**config.mk**
```make
export PLATFORM = sky130hd
export DESIGN_NAME = instr_prefetch_queue
export DESIGN_NICKNAME = d
export VERILOG_FILES = /design/src/rtl/instr_prefetch_queue_pkg.sv /design/src/rtl/instr_prefetch_queue_fifo.sv /design/src/rtl/instr_prefetch_queue.sv
export SDC_FILE = /design/constraint.sdc
export NUM_CORES = 1
export LEC_CHECK = 0
export CAP_MARGIN = 40
export CORE_MARGIN = 5
export CORE_UTILIZATION = 51
export CTS_CLUSTER_SIZE = 10
export DETAILED_ROUTE_END_ITERATION = 8
export PLACE_DENSITY = 0.84
export SLEW_MARGIN = 10
export SYNTH_ARGS = -nofsm -noshare
export SYNTH_HDL_FRONTEND = slang
export SYNTH_SLANG_ARGS = --single-unit
```
**constraint.sdc**
```tcl
create_clock -name clk -period 2.5 [get_ports clk]
set_input_delay 0.25 -clock clk [delete_from_list [all_inputs] [get_ports clk]]
set_output_delay 0.25 -clock clk [all_outputs]
set_load 0.03 [all_outputs]
```
**src/rtl/instr_prefetch_queue_pkg.sv**
```systemverilog
// Shared definitions for the instruction prefetch queue: FSM state encoding,
// the halt opcode, the control-flow opcodes the CPU decodes to drive redirect,
// default geometry and a pointer-width helper.
// Optional feature macro: PFQ_HALT_STOP_EN (halt-instruction fetch stop).
package instr_prefetch_queue_pkg;

    // Fetch FSM states
    typedef enum logic [1:0] {
        IDLE   = 2'd0,
        FETCH  = 2'd1,
        HALTED = 2'd2
    } pfq_state_e;

    // Instruction that stops fetching when PFQ_HALT_STOP_EN is defined
    localparam logic [7:0] HALT_INSTR = 8'h00;

    // Control-flow opcodes (upper nibble of an instruction). The CPU decodes
    // these and answers with redirect/redirect_pc; the queue never decodes them.
    localparam logic [3:0] OPC_J   = 4'h1;
    localparam logic [3:0] OPC_JAL = 4'h2;
    localparam logic [3:0] OPC_BEQ = 4'h3;
    localparam logic [3:0] OPC_BNE = 4'h4;

    // Default geometry
    localparam int PFQ_DEPTH  = 4;
    localparam int PFQ_ADDR_W = 8;
    localparam int PFQ_DATA_W = 8;

    // Pointer width for a power-of-two FIFO depth (at least one bit)
    function automatic int ptr_width(input int depth);
        return (depth > 1) ? $clog2(depth) : 1;
    endfunction

endpackage

```
**src/rtl/instr_prefetch_queue_fifo.sv**
```systemverilog
// pfq_fifo: DEPTH-entry circular buffer holding {instruction, pc} entries.
// Flush has priority over push and pop. The head entry and its valid flag are
// registered so the consumer sees flop outputs; the head reads as zero when
// the queue is empty.
module pfq_fifo
    import instr_prefetch_queue_pkg::*;
#(
    parameter int DEPTH = PFQ_DEPTH,
    parameter int WIDTH = PFQ_DATA_W + PFQ_ADDR_W,
    localparam int PTR_W = ptr_width(DEPTH),
    localparam int CNT_W = PTR_W + 1
) (
    input  logic             clk,
    input  logic             rst_n,
    input  logic             flush,
    input  logic             push,
    input  logic [WIDTH-1:0] push_data,
    input  logic             pop,
    output logic             head_valid,
    output logic [WIDTH-1:0] head_data,
    output logic [CNT_W-1:0] count
);

    logic [WIDTH-1:0] mem_q [DEPTH];
    logic [WIDTH-1:0] mem_d [DEPTH];
    logic [PTR_W-1:0] wr_ptr_q, wr_ptr_d;
    logic [PTR_W-1:0] rd_ptr_q, rd_ptr_d;
    logic [CNT_W-1:0] count_q, count_d;
    logic             head_valid_q, head_valid_d;
    logic [WIDTH-1:0] head_data_q, head_data_d;
    logic             do_push, do_pop, full;

    // Next-state for storage, pointers, occupancy and the registered head
    always_comb begin
        // NOTE: every signal assigned here gets a default first, so no path leaves it unassigned and no latch is inferred.
        mem_d    = mem_q;
        wr_ptr_d = wr_ptr_q;
        rd_ptr_d = rd_ptr_q;
        count_d  = count_q;

        full    = (count_q == CNT_W'(DEPTH));
        do_pop  = pop && (count_q != '0);
        do_push = push && (!full || do_pop);

        if (flush) begin
            wr_ptr_d = '0;
            rd_ptr_d = '0;
            count_d  = '0;
        end else begin
            if (do_push) begin
                mem_d[wr_ptr_q] = push_data;
                wr_ptr_d        = wr_ptr_q + PTR_W'(1);
            end
            if (do_pop) begin
                rd_ptr_d = rd_ptr_q + PTR_W'(1);
            end
            case ({do_push, do_pop})
                2'b10:   count_d = count_q + CNT_W'(1);
                2'b01:   count_d = count_q - CNT_W'(1);
                default: count_d = count_q;
            endcase
        end

        // Looking at next-cycle storage lets a push into an empty queue
        // appear at the head one cycle later without a separate bypass.
        head_valid_d = (count_d != '0);
        head_data_d  = head_valid_d ? mem_d[rd_ptr_d] : '0;
    end

    // Entry storage
    // NOTE: storage is deliberately not reset; the head is forced to zero while empty, so unwritten entries are never observable.
    always_ff @(posedge clk) begin
        mem_q <= mem_d;
    end

    // Pointers, occupancy and head registers with synchronous reset
    // NOTE: sequential state uses non-blocking assignments so every flop samples pre-edge values regardless of block ordering.
    always_ff @(posedge clk) begin
        if (!rst_n) begin
            wr_ptr_q     <= '0;
            rd_ptr_q     <= '0;
            count_q      <= '0;
            head_valid_q <= 1'b0;
            head_data_q  <= '0;
        end else begin
            wr_ptr_q     <= wr_ptr_d;
            rd_ptr_q     <= rd_ptr_d;
            count_q      <= count_d;
            head_valid_q <= head_valid_d;
            head_data_q  <= head_data_d;
        end
    end

    assign head_valid = head_valid_q;
    assign head_data  = head_data_q;
    assign count      = count_q;

endmodule

```
**src/rtl/instr_prefetch_queue.sv**
```systemverilog
// instr_prefetch_queue: fetch front-end ahead of decode. Issues sequential
// instruction-memory reads while credit allows, buffers {instruction, pc} in
// pfq_fifo, and restarts the stream on redirect (flushing the queue and
// discarding the old stream's trailing response).
// Optional feature macro: PFQ_HALT_STOP_EN -- enqueuing HALT_INSTR stops
// fetching and raises halted until the next redirect.
module instr_prefetch_queue
    import instr_prefetch_queue_pkg::*;
#(
    parameter int DEPTH  = PFQ_DEPTH,
    parameter int ADDR_W = PFQ_ADDR_W,
    parameter int DATA_W = PFQ_DATA_W
) (
    input  logic              clk,
    input  logic              rst_n,
    output logic              imem_req,
    output logic [ADDR_W-1:0] imem_addr,
    input  logic              imem_valid,
    input  logic [DATA_W-1:0] imem_data,
    output logic              instr_valid,
    output logic [DATA_W-1:0] instr_data,
    output logic [ADDR_W-1:0] instr_pc,
    input  logic              instr_ready,
    input  logic              redirect,
    input  logic [ADDR_W-1:0] redirect_pc,
    output logic              halted
);

    localparam int PTR_W   = ptr_width(DEPTH);
    localparam int CNT_W   = PTR_W + 1;
    localparam int OCC_W   = CNT_W + 1;
    localparam int ENTRY_W = DATA_W + ADDR_W;

    pfq_state_e        state_q, state_d;
    logic              imem_req_q, imem_req_d;
    logic [ADDR_W-1:0] imem_addr_q, imem_addr_d;
    logic [ADDR_W-1:0] fetch_pc_q, fetch_pc_d;
    logic              inflight_q, inflight_d;        // response due this cycle
    logic [ADDR_W-1:0] inflight_pc_q, inflight_pc_d;  // PC of that response
    logic              drop_q, drop_d;                // old-stream response window
    logic              halted_q, halted_d;

    logic              fifo_head_valid;
    logic [ENTRY_W-1:0] fifo_head;
    logic [CNT_W-1:0]  fifo_count;
    logic              pop, resp_ok, push, halt_hit, credit_ok;
    logic [OCC_W-1:0]  occupancy;

    // Handshakes, response acceptance and request credit
    always_comb begin
        pop     = fifo_head_valid && instr_ready;
        resp_ok = imem_valid && inflight_q && !drop_q;
        push    = resp_ok && !redirect;
        // Entries already queued, plus the response arriving now, plus the
        // request on the bus this cycle: all of them will need a slot.
        occupancy = OCC_W'(fifo_count) + OCC_W'(inflight_q) + OCC_W'(imem_req_q);
        credit_ok = (occupancy < OCC_W'(DEPTH));
`ifdef PFQ_HALT_STOP_EN
        halt_hit = push && (imem_data == DATA_W'(HALT_INSTR));
`else
        halt_hit = 1'b0;
`endif
    end

    // Fetch FSM next state, request generation and redirect handling
    always_comb begin
        state_d       = state_q;
        imem_req_d    = 1'b0;
        imem_addr_d   = imem_addr_q;
        fetch_pc_d    = fetch_pc_q;
        inflight_d    = imem_req_q;
        inflight_pc_d = imem_addr_q;
        drop_d        = 1'b0;

        case (state_q)
            IDLE: begin
                state_d = FETCH;
            end
            FETCH: begin
                if (halt_hit) begin
                    state_d = HALTED;
                end else if (credit_ok) begin
                    imem_req_d  = 1'b1;
                    imem_addr_d = fetch_pc_q;
                    fetch_pc_d  = fetch_pc_q + ADDR_W'(1);
                end
            end
            HALTED: begin
                // No requests; a response already in flight still enqueues.
                state_d = HALTED;
            end
            default: begin
                state_d = IDLE;
            end
        endcase

        // Redirect overrides everything above; the request on the bus now
        // answers next cycle and belongs to the old stream, so it is dropped.
        if (redirect) begin
            state_d    = FETCH;
            imem_req_d = 1'b0;
            fetch_pc_d = redirect_pc;
            inflight_d = 1'b0;
            drop_d     = 1'b1;
        end

`ifdef PFQ_HALT_STOP_EN
        halted_d = (state_d == HALTED);
`else
        halted_d = 1'b0;
`endif
    end

    // FSM and registered fetch-side outputs
    always_ff @(posedge clk) begin
        if (!rst_n) begin
            state_q       <= IDLE;
            imem_req_q    <= 1'b0;
            imem_addr_q   <= '0;
            fetch_pc_q    <= '0;
            inflight_q    <= 1'b0;
            inflight_pc_q <= '0;
            drop_q        <= 1'b0;
            halted_q      <= 1'b0;
        end else begin
            state_q       <= state_d;
            imem_req_q    <= imem_req_d;
            imem_addr_q   <= imem_addr_d;
            fetch_pc_q    <= fetch_pc_d;
            inflight_q    <= inflight_d;
            inflight_pc_q <= inflight_pc_d;
            drop_q        <= drop_d;
            halted_q      <= halted_d;
        end
    end

    pfq_fifo #(
        .DEPTH (DEPTH),
        .WIDTH (ENTRY_W)
    ) u_fifo (
        .clk        (clk),
        .rst_n      (rst_n),
        .flush      (redirect),
        .push       (push),
        .push_data  ({imem_data, inflight_pc_q}),
        .pop        (pop),
        .head_valid (fifo_head_valid),
        .head_data  (fifo_head),
        .count      (fifo_count)
    );

    assign imem_req    = imem_req_q;
    assign imem_addr   = imem_addr_q;
    assign instr_valid = fifo_head_valid;
    assign instr_data  = fifo_head[ENTRY_W-1 -: DATA_W];
    assign instr_pc    = fifo_head[ADDR_W-1:0];
    assign halted      = halted_q;

endmodule

```
==> run metrics, run 1 <==
count of cell types in the netlist=56; H-tree Lvls=4; RePlAce Congestion=between 0.8 and 0.9; sequential share of the synthesized area=between 40% and 50%; peak supply drop=~470 uV; unrepaired setup endpoints after global routing=no; dpl cell area=about 5600 um^2; static leakage=0.00250 uW; TritonCTS clock tree=yes; reg2reg end=u_fifo.head_data[6]$_SDFF_PN0_; number of cells upsized or downsized after cts=0; Rel. slew slack=59.4%; post-route cell area=6170 um^2; clock sink total=between 100 and 150; Synth-to-Final Area Change=27.4%; Place WS=-317 ps; Pwr Density=between 600 and 700 nW/um^2; largest net degree at the start of global routing=27; Setup Buffers After CTS=0; Max Slew Vio Count=0; antenna violations before repair=0; Rows=35; Crit path arrival time=2840 ps; ant diodes=0; Hold Crit Class=in -> reg; gr usage total=~20%; Finished Layout Cells=609; FFs w/ async S/R, synth=0%; clock-pin slew on the worst setup and hold paths=60 ps; Tightest Pin Transition=607 ps; Synth Area per Inst=about 12 um^2; FF-to-FF setup slack=110 ps; placed cells=between 500 and 600; fillers=between 600 and 700; Synthesis Warnings=0; initial core utilization=52.4%; FF+latch area=between 2000 and 2500 um^2; final setup violating endpoints=0; Die X=107 um; WL final=between 10000 and 15000 um; Crit Path Max Fanout=17; maxcap violations=0; Hold Vio Cnt, Final=0; status=finished, final reports clean; Final Cycle Share=between 90% and 100%; crit end category=register; core area=roughly 9200 um^2; vias in the first global route=roughly 3700; Hold Crit Depth=2; wire length of the first global-routing pass=between 15000 and 20000 um; clk_lat worst skew=between 500 and 600 ps; NumNets Final=around 500; CTS Hold Bufs=0; cells on worst reg2reg path=9; via count=around 3400; Worst Hold Path EP=fetch_pc_q[7]$_SDFFE_PN0P_; crit path launch type=register; final design utilization=66.8%; grt total ovfl=0; Crit Path Category=reg -> reg; Synthesized Nets=~420; number of synthesized flops with an enable pin=0; CTS buffer count=17; DRT Pass-1 Iters=4; leading cell type in the layout, fill and taps excluded=dfxtp_1; drt via density=~5.5; DRC violation total after the first TritonRoute iteration=about 180; skew final=about 9.4 ps; # IOs=48; die area=roughly 12000 um^2; die height=around 110 um; R2R Path Start=inflight_q$_SDFF_PP0_; dpl hpwl=a little over 7000 um; Cells after Synth=396; Synth Cell Area=roughly 4800 um^2; Buffers on Ports=46; largest buffer count on any clock path=2; top_reg_cell synth=dfxtp_1; Yosys reg bits=roughly 120; Achievable Freq=around 420 MHz; fin crit period=2390 ps; antenna-violating nets left=0; root buf cell=clkbuf_8; Worst Hold Launch=redirect_pc[7]; Routed WL per cell=18.0 um; share of layout cells above drive strength 1=between 30% and 40%; area occupied by multi-input gates=between 2000 and 2500 um^2; commonest non-fill, non-tap cells in the layout=117 x dfxtp_1, 46 x mux2_2, 46 x clkdlybuf4s50_1; CP required=approximately 3000 ps; final worst slack=106 ps; Residual DRC=0; Design Power=roughly 4300 uW
## stage by stage
step                      hold slack (ps)  setup TNS [ps]
final                                 309               0
after global routing                  297               0
after CTS                             288               0
after detailed placement              418           -5100
after global placement                398           -4460
after floorplan                       367               0
## power breakdown
group | leakage [uW] | switching, uW | internal (uW)
logic | 0.00128 | 84.2 | 96.1
registers | 0.000948 | 23.5 | 1910
clock network | 0.000266 | 795 | 1380
## kinds of logic (layout without fill, tap and decap cells)
family                     count (synthesis)  count (layout)  share of synthesized area (%)
AOI/OAI and AO/OA                         71              71                           14.6
muxes                                     72              72                           18.0
buffers and inverters                     36             120                           4.67
xor gates and xnor gates                  12              12                           2.56
adders and majority gates                  7               7                           1.96
other                                      1               1                         0.0774
DFF                                      117             117                           48.3
and+or+nand+nor                           80              80                           9.71
## cells in the mapped netlist, types with 4 or more instances
| cell type | count | area (um^2) |
|---|---|---|
| clkbuf_1 | 7 | 26.3 |
| mux2i_1 | 7 | 70.1 |
| o21ai_0 | 7 | 35.0 |
| ha_1 | 6 | 75.1 |
| nand2b_1 | 12 | 75.1 |
| and2_1 | 9 | 56.3 |
| inv_1 | 11 | 41.3 |
| buf_2 | 6 | 30.0 |
| mux2_2 | 46 | 518 |
| or2b_1 | 5 | 37.5 |
| xnor2_1 | 8 | 70.1 |
| dfxtp_1 | 117 | 2340 |
| o2111a_1 | 17 | 191 |
| nor3_1 | 7 | 35.0 |
| nor2_1 | 14 | 52.6 |
| mux2_4 | 19 | 285 |
| a21oi_1 | 9 | 45.0 |
| nand2_1 | 10 | 37.5 |
| o32a_1 | 15 | 150 |
| buf_6 | 8 | 90.1 |
| nor2b_1 | 8 | 50.1 |
| o211a_1 | 4 | 40.0 |
## flip-flops by register name (all words and copies together), names as in the netlist, 3 cells and up
| name | cells |
|---|---|
| inflight_pc_q | 8 |
| imem_addr | 8 |
| u_fifo.mem_q | 64 |
| fetch_pc_q | 8 |
| u_fifo.count | 3 |
| u_fifo.head_data | 16 |
## worst max path at each step
stage,startpoint,endpoint,slack (ps),cells past startpoint
after floorplan,u_fifo.count[2]$_SDFF_PN0_,u_fifo.head_data[0]$_SDFF_PN0_,9,9
after global placement,redirect,u_fifo.head_data[14]$_SDFF_PN0_,-270,10
after detailed placement,imem_valid,u_fifo.head_data[9]$_SDFF_PN0_,-320,10
after CTS,inflight_q$_SDFF_PP0_,u_fifo.head_data[8]$_SDFF_PN0_,20,9
after global routing,u_fifo.count[0]$_SDFF_PN0_,u_fifo.head_data[8]$_SDFF_PN0_,20,8
final,inflight_q$_SDFF_PP0_,u_fifo.head_data[6]$_SDFF_PN0_,110,9
## routing by layer
| layer | vias up | routed length (um) | GRT usage [%] |
|---|---|---|---|
| li1 | 1592 | - | - |
| met1 | 1670 | 4620 | 22.8 |
| met2 | 82 | 5630 | 35.7 |
| met3 | 17 | 505 | 6.36 |
| met4 | 0 | 190 | 8.84 |
| met5 | - | 0 | 0 |
## layout make-up
class,instances,share of cell area (%)
Clock inverter,9,1.28
Multi-Input combinational cell,243,37.2
Sequential cell,117,37.9
Inverter,11,0.669
Clock buffer,22,7.50
Tap cell,129,2.61
Timing Repair Buffer,78,12.8
## critical path, stage by stage (launching register included)
cell and delay (ps):
dfxtp_1 340, nor4bb_2 270, buf_4 150, nor2_1 50, fa_2 390, and3_4 170, o211a_1 260, o32ai_4 310
buf_12 200, o2111a_1 190
(Power assumes the default switching activity.)
==> inputs of run 2 (changes only) <==
--- a/config.mk
+++ b/config.mk
@@ -7,10 +7,12 @@
 export LEC_CHECK = 0
 export CAP_MARGIN = 40
 export CORE_MARGIN = 5
-export CORE_UTILIZATION = 51
+export CORE_UTILIZATION = 53
+export CTS_BUF_LIST = sky130_fd_sc_hd__clkbuf_8
 export CTS_CLUSTER_SIZE = 10
 export DETAILED_ROUTE_END_ITERATION = 8
-export PLACE_DENSITY = 0.84
+export HOLD_SLACK_MARGIN = 0.1
+export PLACE_DENSITY = 0.87
 export SLEW_MARGIN = 10
 export SYNTH_ARGS = -nofsm -noshare
 export SYNTH_HDL_FRONTEND = slang
==> run 2 against run 1 <==
  * Clock power shrank 3%
  * Clock-buffer cell count is 5 lower
  * Critical path depth fell by 1
  * Flip-flop and latch count unchanged
  * Combinational power about the same
  * Maximum frequency is 2.2% lower
  * Critical endpoint is now u_fifo.head_data[13]$_SDFF_PN0_
  * Highest routed layer unchanged
==> run metrics, run 2 (synthesis results as in run 1) <==
DRT Pass-1 Iters=5; Rows=34; CTS buffer count=17; Synth-to-Final Area Change=25.5%; clock-pin slew on the worst setup and hold paths=approximately 70 ps; maxcap violations=0; NumNets Final=between 400 and 500; antenna-violating nets left=0; clock sink total=between 100 and 150; Achievable Freq=approximately 410 MHz; Hold Vio Cnt, Final=0; share of layout cells above drive strength 1=30.4%; crit end category=register; initial core utilization=55.0%; clk_lat worst skew=~430 ps; H-tree Lvls=4; Routed WL per cell=19.0 um; Hold Crit Class=in -> reg; register with the most flip-flops=u_fifo.mem_q; dpl hpwl=a little over 7000 um; drt via density=5.73; CP required=2870 ps; Crit path arrival time=about 2800 ps; core area=around 9000 um^2; Final Cycle Share=97.9%; CTS Hold Bufs=0; die area=between 10000 and 15000 um^2; root buf cell=clkbuf_8; RePlAce Congestion=a little under 0.8; Design Power=4210 uW; number of cells upsized or downsized after cts=2; TritonCTS clock tree=yes; commonest non-fill, non-tap cells in the layout=117 x dfxtp_1, 46 x mux2_2, 46 x clkdlybuf4s50_1; wire length of the first global-routing pass=~18000 um; # IOs=48; cells along the critical path=nor4bb_4 > nor2_1 > fa_2 > and3_4 > o211a_1 > o32ai_4 > buf_12 > o2111a_1; largest net degree at the start of global routing=26; antenna violations before repair=0; largest buffer count on any clock path=2; Setup Buffers After CTS=0; dpl cell area=5560 um^2; status=finished, final reports clean; Finished Layout Cells=588; max reg flops=64; grt total ovfl=0; fin crit period=approximately 2400 ps; CP peak stage delay=between 300 and 400 ps; Die X=106 um; die height=between 100 and 150 um; Crit Path Category=reg -> reg; DRC violation total after the first TritonRoute iteration=141; fillers=approximately 590; Pwr Density=around 690 nW/um^2; leading cell type in the layout, fill and taps excluded=dfxtp_1; Max Slew Vio Count=0; post-route cell area=roughly 6000 um^2; vias in the first global route=~3600; static leakage=~0.0025 uW; placed cells=between 500 and 600; Final Hold Slack=around 390 ps; crit path launch type=register; Crit Path Max Fanout=17; peak supply drop=slightly above 500 uV; skew final=slightly below 9 ps; gr usage total=20.6%; final setup violating endpoints=0; Residual DRC=0; ant diodes=0; WL final=11100 um; slowest CP cell=fa_2; via count=3369; setup_tns=0 ps; Buffers on Ports=46
-- run 2: final cells by class --
class | count | area [um^2] | share of cell area (%)
Inverter | 11 | 41.3 | 0.679
Tap cell | 108 | 135 | 2.22
Timing Repair Buffer | 77 | 756 | 12.4
Sequential cell | 117 | 2340 | 38.5
Clock inverter | 15 | 253 | 4.16
Multi-Input combinational cell | 243 | 2320 | 38.1
Clock buffer | 17 | 234 | 3.85
-- run 2: stage by stage --
step	worst slack, ps	utilization [%]
floorplan	9.34	-
global placement	-236	63.1
detailed placement	-280	63.1
CTS	2.08	68.8
global route	-27.0	69.0
finish	52.5	69.0
-- run 2: metal layers --
metal	routed length, um	share of wire [%]	global-route usage [%]
met1	4620	41	23.5
met3	522	4.7	6.30
met2	5770	52	36.5
met5	0	0	0
met4	231	2.1	7.49
-- run 2: worst paths after layout --
kind | startpoint | end | slack (ps) | cells after the start
setup / recovery | inflight_q$_SDFF_PP0_ | u_fifo.head_data[13]$_SDFF_PN0_ | 50 | 8
hold / removal | redirect_pc[0] | fetch_pc_q[0]$_SDFFE_PN0P_ | 390 | 2
setup reg to reg | inflight_q$_SDFF_PP0_ | u_fifo.head_data[13]$_SDFF_PN0_ | 50 | 8
hold reg to reg | state_q[0]$_SDFFE_PN0P_ | state_q[1]$_SDFFE_PP0N_ | 430 | 1
-- run 2: critical path: cells and delay by family, from the launching register on --
kind	cells	cell delay [ps]
compound gates	3	780
simple gates	3	640
fa+ha+maj	1	390
flops	1	370
buf+inv	1	200
-- run 2: report_power, final --
group	internal, uW	switching, uW	total [uW]
logic	96.3	85.4	182
clock network	1300	803	2100
registers	1900	26.5	1930
